===== src/rtl/hex_tick_meter_if.sv =====
// Tick-meter signal bundle: the tick input plus the measured results.
// With HEX_METER_AVG_EN defined it also carries the 4-period running average.
interface hex_tick_meter_if #(
   parameter int CNT_W = 26
);
   logic             tick_in;
   logic [CNT_W-1:0] period;
   logic             period_valid;
   logic             in_tol;
   logic [3:0]       ev_hex;
   logic             timeout;
   logic             locked;
`ifdef HEX_METER_AVG_EN
   logic [CNT_W-1:0] avg_period;

   modport master (
      input  tick_in,
      output period, period_valid, in_tol, ev_hex, timeout, locked, avg_period
   );
   modport slave (
      output tick_in,
      input  period, period_valid, in_tol, ev_hex, timeout, locked, avg_period
   );
`else
   modport master (
      input  tick_in,
      output period, period_valid, in_tol, ev_hex, timeout, locked
   );
   modport slave (
      output tick_in,
      input  period, period_valid, in_tol, ev_hex, timeout, locked
   );
`endif
endinterface


===== src/rtl/hex_tick_meter.sv =====
// Measures the clk-cycle spacing of rising edges on an asynchronous tick, flags tolerance,
// counts edges mod 16 and drops lock on timeout. HEX_METER_AVG_EN adds a 4-period average.
module hex_tick_meter #(
   parameter int CNT_W      = 26,
   parameter int EXP_PERIOD = 30,
   parameter int TOL        = 1,
   parameter int TIMEOUT    = 1000
) (
   input  logic             clk,
   input  logic             rst,
   hex_tick_meter_if.master bus
);

   typedef enum logic {IDLE, MEASURE} state_t;

   localparam logic [CNT_W-1:0] TIMEOUT_C = CNT_W'(TIMEOUT);
   localparam logic [CNT_W:0]   EXP_C     = (CNT_W+1)'(EXP_PERIOD);
   localparam logic [CNT_W:0]   TOL_C     = (CNT_W+1)'(TOL);

   state_t           state_q, state_d;
   logic             s1_q, s2_q, s3_q;
   logic             rise;
   logic [CNT_W-1:0] cnt_q, cnt_d;
   logic [CNT_W-1:0] period_q, period_d;
   logic             pv_q, pv_d;
   logic             tol_q, tol_d;
   logic [3:0]       ev_q, ev_d;
   logic             to_q, to_d;

   // One extra bit keeps the absolute difference free of wrap-around.
   function automatic logic within_tol(input logic [CNT_W-1:0] c);
      logic [CNT_W:0] a;
      logic [CNT_W:0] d;
      a = {1'b0, c};
      d = (a >= EXP_C) ? (a - EXP_C) : (EXP_C - a);
      return (d <= TOL_C);
   endfunction

`ifdef HEX_METER_AVG_EN
   logic [3:0][CNT_W-1:0] hist_q, hist_d;
   logic [CNT_W-1:0]      avg_q, avg_d;

   function automatic logic [CNT_W-1:0] avg4(input logic [CNT_W-1:0] a, b, c, d);
      logic [CNT_W+1:0] s;
      s = {2'b00, a} + {2'b00, b} + {2'b00, c} + {2'b00, d};
      return s[CNT_W+1:2];
   endfunction
`endif

   assign rise = s2_q & ~s3_q;

   always_comb begin
      state_d  = state_q;
      cnt_d    = cnt_q;
      period_d = period_q;
      tol_d    = tol_q;
      pv_d     = 1'b0;
      to_d     = 1'b0;
      ev_d     = rise ? (ev_q + 4'd1) : ev_q;
`ifdef HEX_METER_AVG_EN
      hist_d   = hist_q;
      avg_d    = avg_q;
`endif
      case (state_q)
         IDLE: begin
            cnt_d = '0;
            if (rise) begin
               state_d = MEASURE;
               cnt_d   = CNT_W'(1);
            end
         end
         MEASURE: begin
            // A rise coinciding with cnt==TIMEOUT is still a valid measurement.
            if (rise) begin
               period_d = cnt_q;
               pv_d     = 1'b1;
               tol_d    = within_tol(cnt_q);
               cnt_d    = CNT_W'(1);
`ifdef HEX_METER_AVG_EN
               hist_d   = {hist_q[2:0], cnt_q};
               avg_d    = avg4(cnt_q, hist_q[0], hist_q[1], hist_q[2]);
`endif
            end else if (cnt_q == TIMEOUT_C) begin
               state_d = IDLE;
               cnt_d   = '0;
               to_d    = 1'b1;
`ifdef HEX_METER_AVG_EN
               hist_d  = '0;
               avg_d   = '0;
`endif
            end else begin
               cnt_d = cnt_q + CNT_W'(1);
            end
         end
         default: state_d = IDLE;
      endcase
   end

   always_ff @(posedge clk or posedge rst) begin
      if (rst) begin
         state_q  <= IDLE;
         s1_q     <= 1'b0;
         s2_q     <= 1'b0;
         s3_q     <= 1'b0;
         cnt_q    <= '0;
         period_q <= '0;
         pv_q     <= 1'b0;
         tol_q    <= 1'b0;
         ev_q     <= 4'd0;
         to_q     <= 1'b0;
`ifdef HEX_METER_AVG_EN
         hist_q   <= '0;
         avg_q    <= '0;
`endif
      end else begin
         state_q  <= state_d;
         s1_q     <= bus.tick_in;
         s2_q     <= s1_q;
         s3_q     <= s2_q;
         cnt_q    <= cnt_d;
         period_q <= period_d;
         pv_q     <= pv_d;
         tol_q    <= tol_d;
         ev_q     <= ev_d;
         to_q     <= to_d;
`ifdef HEX_METER_AVG_EN
         hist_q   <= hist_d;
         avg_q    <= avg_d;
`endif
      end
   end

   assign bus.period       = period_q;
   assign bus.period_valid = pv_q;
   assign bus.in_tol       = tol_q;
   assign bus.ev_hex       = ev_q;
   assign bus.timeout      = to_q;
   assign bus.locked       = (state_q == MEASURE);
`ifdef HEX_METER_AVG_EN
   assign bus.avg_period   = avg_q;
`endif

endmodule


===== src/flat_wrapper.sv =====
// flat-port wrapper written by rule: the top's interface ports become plain ports
module hex_tick_meter_flat 
#(
   parameter int CNT_W      = 26,
   parameter int EXP_PERIOD = 30,
   parameter int TOL        = 1,
   parameter int TIMEOUT    = 1000
)
  (clk, rst, bus_tick_in, bus_period, bus_period_valid, bus_in_tol, bus_ev_hex, bus_timeout, bus_locked);
  hex_tick_meter_if #(.CNT_W(CNT_W)) bus_i ();
  input  logic clk;
  input  logic rst;
  input wire logic [$bits(bus_i.tick_in)-1:0] bus_tick_in;
  output wire logic [$bits(bus_i.period)-1:0] bus_period;
  output wire logic [$bits(bus_i.period_valid)-1:0] bus_period_valid;
  output wire logic [$bits(bus_i.in_tol)-1:0] bus_in_tol;
  output wire logic [$bits(bus_i.ev_hex)-1:0] bus_ev_hex;
  output wire logic [$bits(bus_i.timeout)-1:0] bus_timeout;
  output wire logic [$bits(bus_i.locked)-1:0] bus_locked;
  assign bus_i.tick_in = bus_tick_in;
  assign bus_period = bus_i.period;
  assign bus_period_valid = bus_i.period_valid;
  assign bus_in_tol = bus_i.in_tol;
  assign bus_ev_hex = bus_i.ev_hex;
  assign bus_timeout = bus_i.timeout;
  assign bus_locked = bus_i.locked;
  hex_tick_meter #(.CNT_W(CNT_W), .EXP_PERIOD(EXP_PERIOD), .TOL(TOL), .TIMEOUT(TIMEOUT)) u_core (.clk(clk), .rst(rst), .bus(bus_i));
endmodule

===== config.mk =====
export PLATFORM = sky130hd
export DESIGN_NAME = hex_tick_meter_flat
export DESIGN_NICKNAME = d
export VERILOG_FILES = /design/src/rtl/hex_tick_meter_if.sv /design/src/rtl/hex_tick_meter.sv /design/src/flat_wrapper.sv
export SDC_FILE = /design/constraint.sdc
export NUM_CORES = 1
export LEC_CHECK = 0
export BUFFER_PORTS_ARGS = -buffer_cell sky130_fd_sc_hd__buf_2
export CAP_MARGIN = 40
export CORE_AREA = 2 2 75 91
export CTS_CLUSTER_SIZE = 10
export DETAILED_ROUTE_END_ITERATION = 8
export DIE_AREA = 0 0 77 93
export PLACE_DENSITY = 0.84
export SLEW_MARGIN = 20
export SYNTH_ARGS = -nofsm -noshare
export SYNTH_HDL_FRONTEND = slang
export SYNTH_SLANG_ARGS = --single-unit

===== constraint.sdc =====
create_clock -name clk -period 2.8 [get_ports clk]
set_input_delay 0.14 -clock clk [delete_from_list [all_inputs] [get_ports clk]]
set_output_delay 0.14 -clock clk [all_outputs]
set_load 0.02 [all_outputs]

* Word-level counts from Yosys, hierarchy flattened
Cells that the tools add are included.
** Storage, ports and cells
- Register bits after elaboration :: 63
- Output and inout port bits :: 34
- Word-level logic and storage cells :: 34
** Cells by class
- $add $sub $neg :: 4
- Magnitude comparators :: 2
- Equality and inequality tests :: 1
- Muxes and demuxes :: 13
- Bitwise gates (word level) :: 3
- Reductions and logical operators :: 1
** Operator list (number)
- 2-to-1 mux 26 bit :: 2
- one-hot mux 26 bit (2 select lines) :: 1
- less-or-equal comparator 27 x 1 -> 1 bit, second input constant :: 1
- 2-to-1 mux 27 bit :: 1
- subtractor 26 x 5 -> 27 bit, second input constant :: 1
- subtractor 5 x 26 -> 27 bit, first input constant :: 1
- adder 26 x 1 -> 26 bit, second input constant :: 1
- == test 26 x 10 -> 1 bit, second input constant :: 1
- >= comparator 26 x 5 -> 1 bit, second input constant :: 1
- 2-to-1 mux 1 bit :: 8
- adder 4 x 1 -> 4 bit, second input constant :: 1
- inverter 1 bit :: 2
- one-hot mux 1 bit (2 select lines) :: 1
- AND reduction 2 bit :: 1
- AND 1 bit :: 1

* Longest topological paths before layout
Gate-level depths: netlist (run 1).
- Depth after elaboration :: 4
- Depth in mapped cells :: 9
- Depth with buffers taken out :: 8

* Worst setup path before layout (run 1)
OpenSTA, ideal clock, no wires.
- Path type :: reg-to-reg
- Start point :: register u_core.cnt_q[21]
- End point :: register u_core.tol_q (netlist: u_core.bus.in_tol)
- Library setup time :: 92 ps
- Arrival time :: 2542 ps
- Data required time :: 2708 ps
- Setup slack :: 166 ps
- Cell stages (with the launch flop) :: 8
- Path buffers :: 0
- Clock period less this slack :: 2634 ps
- Path through :: dfrtp_1 or4_4 or4_4 a211oi_4 and3_4 a211oi_1 o31a_1 o31ai_2
** On the way
- Cells in the longest elaborated chain, start to end :: 3
** Ends and longest elaborated chain
- start: declaration :: line hex_tick_meter.sv:23 : logic [CNT_W-1:0] cnt_q, cnt_d;
- start signal: assignment :: line hex_tick_meter.sv:120 : cnt_q <= cnt_d;
- subtractor 5 x 26 -> 27 bit, or another cell as far along :: line hex_tick_meter.sv:35 : d = (a >= EXP_C) ? (a - EXP_C) : (EXP_C - a);
- 2-to-1 mux 27 bit (*) :: line hex_tick_meter.sv:35
- less-or-equal comparator 27 x 1 -> 1 bit (*) :: line hex_tick_meter.sv:36 : return (d <= TOL_C);
- end signal: assignment :: line hex_tick_meter.sv:123 : tol_q <= tol_d;
- end: declaration :: line hex_tick_meter.sv:26 : logic tol_q, tol_d;
Mark *: on every way between the ends. The rest lies on a longest branch, timed or not.
A chain may end at the register's enable or synchronous reset.

* Final worst setup path (run 1)
Same ends and word-level chain as after synthesis.

==> impl_metrics.csv, run 1 <==
group,metric,value,unit
timing,min_period,2680,ps
synthesis,yosysTopAreaCellShare,50.0,%
flow_run,max_cap_viol_count,0,
timing,setup_slack,121,ps
critical_path,critPathKind,"flop to flop",
finish,multi_input_area,1420,um^2
critical_path,r2r_cells,7,
power,p_leak,0.00183,uW
timing,slew_violations,0,
floorplanning,start_util,49.8,%
cts,clockBufferDepth,2,
floorplanning,dieWidth,77,um
synthesis,synth_compound_area_share,7.47,%
detailed_routing,postRouteAntennaNets,0,
timing,tns,0,ps
synthesis,synth_top_area_cell,"dfrtp_1",
synthesis,synth_top_family_by_area,"simple AND/OR/NAND/NOR gates",
timing,slew_headroom,65.2,%
cts,cts_buffers,9,
finish,seqCellArea,1580,um^2
synthesis,async_reset_ff_share,100,%
critical_path,critPathTopFamily,"simple AND/OR/NAND/NOR gates",
synthesis,muxShareOfSynthArea,6.75,%
critical_path,timing.critical_path.cells,"or4_4 > or4_4 > a211oi_4 > nand3_1 > a311oi_2 > nand4b_1 > o31ai_2",
cts,clkTransAtPathRegs,70,ps
finish,finalInstanceArea,3680,um^2
cts,cts-root-buf,"clkbuf_8",
critical_path,reg2reg_from,"u_core.cnt_q[21]",
cts,htreeDepth,3,
status,outcome,"completed",
placed_design,place_area,3420,um^2
placed_design,portBuffers,36,
cts,post-cts-setup-buffer-count,0,
hold_path,min_path_type,"input pin to async pin",
synthesis,synth_area,3150,um^2
synthesis,synth_flop_cell,"dfrtp_1",
cts,clock-sinks,63,
critical_path,r2r_end,"u_core.bus.in_tol",
floorplanning,dieArea,7160,um^2
detailed_routing,initialDrtViolationCount,127,
global_routing,grt_pass1_vias,2343,
global_routing,grt_max_degree,64,
synthesis,synth-edff-count,0,
detailed_routing,vias_per_cell,5.39,
synthesis,synth_cell_types,52,
cts,clock_latency,350,ps
timing,max_freq,0.373,GHz
synthesis,synth-xor-area-share,7.78,%
synthesis,syn_area_per_cell,10.2,um^2
timing,timing_worst_slew_pin_value,509,ps
placed_design,hpwl,4610,um
timing,hold_violations,0,
finish,num-fill-cells,585,
global_routing,grt_pass1_wl,11100,um
floorplanning,boundaryPins,37,
synthesis,synth-seq-cells,63,
detailed_routing,drc,0,
floorplanning,dieHeight,93,um
finish,diodes,0,
finish,syn2layout_area_growth,16.8,%
critical_path,r2r_slack,120,ps
critical_path,critPathMaxStageDelay,550,ps
detailed_routing,routed_wl,6580,um
timing,rsz0062_at_grt,"no",
timing,clock_skew,12.0,ps
detailed_routing,vias,2393,
global_routing,grt_overflow_total,0,
detailed_routing,wl_per_cell,14.8,um
synthesis,synth-adder-area-share,1.99,%
floorplanning,fp-row-count,32,
detailed_routing,drtPass1Iterations,4,
timing,period_share,95.7,%
global_routing,antenna_found_initial,0,
critical_path,cp_max_fo,5,
floorplanning,core_area,6330,um^2
power,power,2260,uW
critical_path,arrival,2930,ps
synthesis,synth-simple-area-share,21.0,%
global_routing,grt_util_all_layers,20.1,%
critical_path,cp.buffers_inverters,0,
placed_design,pre_cts_ws,60.7,ps
power,powerDensity,613,nW/um^2
critical_path,critPathLaunchType,"flop",
synthesis,yosys_warnings,0,
synthesis,syn_nets,316,
synthesis,synth_cells,308,
critical_path,slowest_stage,"or4_4",
cts,tritoncts,"yes",
timing,finalSetupViolCount,0,
finish,drive_gt1_share,26.7,%
synthesis,synth_area_leaders,"dfrtp_1 50%, mux2_2 6.4%, xnor2_1 5.3%",
critical_path,crit_required,3050,ps
finish,final_util,58.1,%
critical_path,setup.worst_path.end_class,"flop",
power,ir_drop,299,uV
finish,fin_nets,362,
critical_path,crit_path_frequent_cell,"or4_4",
placed_design,place_congestion,0.858,
synthesis,yosysSeqAreaShare,50.0,%
==> synthesized netlist by cell type, types with 2 or more instances <==
| cell type | number |
|---|---|
| dfrtp_1 | 63 |
| nor2_1 | 42 |
| nand2_1 | 27 |
| xnor2_1 | 19 |
| mux2_2 | 18 |
| nand3_1 | 14 |
| o21ai_0 | 12 |
| inv_1 | 11 |
| clkbuf_1 | 10 |
| xor2_1 | 9 |
| nand4_1 | 8 |
| nor3_1 | 7 |
| a21oi_1 | 5 |
| buf_6 | 5 |
| ha_1 | 5 |
| and3_1 | 4 |
| nor2b_1 | 3 |
| nor4_1 | 3 |
| or3_1 | 3 |
| a2111oi_0 | 2 |
| a31oi_1 | 2 |
| and3_2 | 2 |
| nand2b_1 | 2 |
| o31a_1 | 2 |
| or4_1 | 2 |
| or4_4 | 2 |
==> through the flow <==
stage / cells / hold WS (ps)
after floorplan: 308 / 171
after global placement: 425 / 248
after global routing: 444 / 290
after CTS: 442 / 34.8
final: 444 / 297
after detailed placement: 425 / 250
==> power by group <==
group | internal [uW] | switching, uW | leakage, uW
clock | 499 | 334 | 0.000104
sequential | 988 | 75.8 | 0.000849
combinational | 141 | 218 | 0.000878
total | 1630 | 628 | 0.00183
==> area by class of cell <==
class	instances	area share, %
Clock buffer	12	3.67
Tap cell	85	2.89
Sequential cell	63	42.9
Timing Repair Buffer	52	8.84
Clock inverter	4	1.90
Inverter	11	1.12
Multi-Input combinational cell	217	38.7
==> worst min-delay path: stages <==
cell and delay, ps:
dlygate4sd3_1 540, buf_2 130, inv_2 40, buf_4 130
==> cell usage in the layout, fill, tap and decap left out, drive strengths merged, types with 8 or more instances in the layout <==
| cell type | netlist | routed |
|---|---|---|
| nand2 | 27 | 27 |
| xor2 | 9 | 9 |
| inv | 11 | 11 |
| xnor2 | 19 | 19 |
| nand3 | 14 | 14 |
| o21ai | 13 | 13 |
| dfrtp | 63 | 63 |
| nand4 | 8 | 8 |
| clkbuf | 12 | 12 |
| mux2 | 18 | 18 |
| nor2 | 43 | 43 |
| buf | 5 | 50 |
==> worst max-delay path by stage <==
stage,startpoint,to,cells past startpoint
6_report,u_core.cnt_q[21],u_core.bus.in_tol,7
3_3_place_gp,u_core.cnt_q[21],u_core.bus.in_tol,7
3_5_place_dp,u_core.cnt_q[21],u_core.bus.in_tol,7
2_1_floorplan,u_core.cnt_q[21],u_core.bus.in_tol,7
4_1_cts,u_core.cnt_q[21],u_core.bus.in_tol,7
5_1_grt,u_core.cnt_q[21],u_core.bus.in_tol,7
==> metal layers <==
metal,part of all wire [%],global-route usage [%],wire length (um),vias to the layer above
li1,-,-,-,1152
met1,45,25.6,2980,1175
met2,49,32.8,3230,58
met3,4.1,5.89,270,8
met4,1.5,7.59,97,0
met5,0,0,0,-
==> what timing repair did <==
item                       4_1_cts  5_1_grt
hold endpoints to repair         1       52
hold buffers                     1        1
setup endpoints to repair        0        1
resized for setup                0        1
==> logic make-up (layout without fill, tap and decap cells) <==
group           Yosys count  count (layout)
buf+inv                  28              79
fa+ha+maj                 5               5
xor+xnor                 28              28
simple gates            131             131
mux                      19              19
compound gates           34              34
flops                    63              63
(Power assumes the default switching activity.)
==> run 2, diff against run 1 <==
--- a/config.mk
+++ b/config.mk
@@ -7,11 +7,13 @@
 export LEC_CHECK = 0
 export BUFFER_PORTS_ARGS = -buffer_cell sky130_fd_sc_hd__buf_2
 export CAP_MARGIN = 40
-export CORE_AREA = 2 2 75 91
+export CELL_PAD_IN_SITES_DETAIL_PLACEMENT = 2
+export CELL_PAD_IN_SITES_GLOBAL_PLACEMENT = 2
+export CORE_AREA = 2 2 91 111
 export CTS_CLUSTER_SIZE = 10
 export DETAILED_ROUTE_END_ITERATION = 8
-export DIE_AREA = 0 0 77 93
-export PLACE_DENSITY = 0.84
+export DIE_AREA = 0 0 93 113
+export PLACE_DENSITY = 0.86
 export SLEW_MARGIN = 20
 export SYNTH_ARGS = -nofsm -noshare
 export SYNTH_HDL_FRONTEND = slang
==> impl_metrics.csv, run 2 (same netlist as run 1, synthesis figures left out) <==
group,metric,value,unit
critical_path,crit_required,3050,ps
timing,slew_headroom,56.1,%
floorplanning,start_util,33.6,%
floorplanning,dieWidth,93,um
floorplanning,core_area,9370,um^2
critical_path,arrival,2990,ps
floorplanning,dieHeight,113,um
finish,syn2layout_area_growth,23.5,%
floorplanning,dieArea,10500,um^2
global_routing,antenna_found_initial,0,
timing,min_period,2740,ps
detailed_routing,vias_per_cell,5.24,
power,p_leak,0.00192,uW
placed_design,place_area,3500,um^2
timing,period_share,98.0,%
finish,diodes,0,
timing,slew_violations,0,
detailed_routing,drc,0,
finish,drive_gt1_share,29.0,%
cts,htreeDepth,3,
critical_path,critPathKind,"flop to flop",
global_routing,grt_overflow_total,0,
placed_design,dpl.cell_count,467,
timing,hold_violations,0,
global_routing,grt_max_degree,53,
placed_design,portBuffers,36,
placed_design,place_congestion,0.829,
detailed_routing,vias,2560,
critical_path,setup.worst_path.end_class,"flop",
power,ir_drop,324,uV
finish,finalInstanceArea,3890,um^2
finish,fin_nets,369,
detailed_routing,wl_per_cell,19.2,um
cts,clkTransAtPathRegs,50,ps
placed_design,hpwl,6340,um
hold_path,min_path_type,"flop to flop",
flow_run,max_cap_viol_count,0,
global_routing,grt_util_all_layers,18.9,%
floorplanning,fp-row-count,39,
detailed_routing,routed_wl,9390,um
global_routing,grt_pass1_vias,2919,
detailed_routing,drtPass1Iterations,4,
cts,clock-sinks,63,
finish,fin_cells,489,
critical_path,critPathLaunchType,"flop",
timing,setup_slack,55.1,ps
detailed_routing,initialDrtViolationCount,190,
detailed_routing,postRouteAntennaNets,0,
cts,clockBufferDepth,2,
placed_design,pre_cts_ws,-10.7,ps
cts,clock_latency,340,ps
cts,tritoncts,"yes",
timing,timing_worst_slew_pin_value,641,ps
global_routing,grt_pass1_wl,15200,um
power,powerDensity,694,nW/um^2
finish,final_cell_mix,"63 x dfrtp_1, 42 x nor2_1, 37 x buf_2",
critical_path,cp_max_fo,6,
timing,max_freq,0.364,GHz
finish,mostFrequentLayoutCell,"dfrtp_1",
timing,finalSetupViolCount,0,
status,outcome,"completed",
floorplanning,boundaryPins,37,
cts,cts-root-buf,"clkbuf_16",
timing,clock_skew,4.77,ps
cts,cts_buffers,9,
## run 2: cell count changes in the layout (fill, tap and decap cells not counted), sizes merged
cell / change
clkbuf: +1
buf: +7
clkinv: -1
## run 2: final cells by class
class                           count  area [um^2]
Clock buffer                       13          260
Clock inverter                      3         65.1
Fill cell                        1018         5480
Inverter                           11         43.8
Multi-Input combinational cell    217         1440
Sequential cell                    63         1580
Tap cell                          123          154
Timing Repair Buffer               59          355
## run 2: stage by stage
| stage | utilization, % | hold slack [ps] | total power (uW) | TNS, ps |
|---|---|---|---|---|
| 3_3_place_gp | 37.3 | 248 | 1450 | 0 |
| 4_1_cts | 41.0 | 396 | 2730 | 0 |
| 5_1_grt | 41.5 | 398 | 2790 | -57.7 |
| 2_1_floorplan | - | 171 | 1330 | 0 |
| 3_5_place_dp | 37.4 | 257 | 1480 | -10.7 |
| 6_report | 41.5 | 406 | 2700 | 0 |
## run 2: layer usage
| metal | GRT usage [%] | routed length (um) |
|---|---|---|
| met1 | 20.9 | 3590 |
| met4 | 11.9 | 386 |
| met5 | 0 | 0 |
| met3 | 3.46 | 286 |
| met2 | 33.3 | 5130 |
## run 2: timing repair
item | CTS | global route
hold buffers | 2 | 0
gates cloned | 0 | 0
buffers inserted | 0 | 4
endpoints found under the hold margin | 52 | 0
gates resized for setup | 0 | 5
setup endpoints to repair | 1 | 1
pin swaps | 1 | 4
## run 2: report_power, final
| part | switching (uW) | leakage (uW) | internal [uW] |
|---|---|---|---|
| registers | 84.9 | 0.000849 | 989 |
| clock network | 401 | 0.000160 | 826 |
| logic | 252 | 0.000911 | 147 |
| total | 738 | 0.00192 | 1960 |
## run 2: worst paths after layout
check	cells past startpoint	from	slack (ps)	to
worst max-delay path	8	u_core.cnt_q[21]	60	u_core.bus.in_tol
worst min-delay path	0	u_core.s1_q	410	u_core.s2_q
worst max register to register	8	u_core.cnt_q[21]	60	u_core.bus.in_tol
min in group asynchronous	3	rst	450	u_core.bus.period[21]
worst min register to register	0	u_core.s1_q	410	u_core.s2_q
max in group asynchronous	4	rst	1730	u_core.cnt_q[15]
## run 2: worst max-delay path, cell delays in order (launching register included)
cell and delay, ps:
dfrtp_1 380, or4_4 540, or4_4 460, a211oi_4 370, buf_2 220, a21oi_1 80, o211ai_1 240, nand4b_1 160
o31ai_2 200
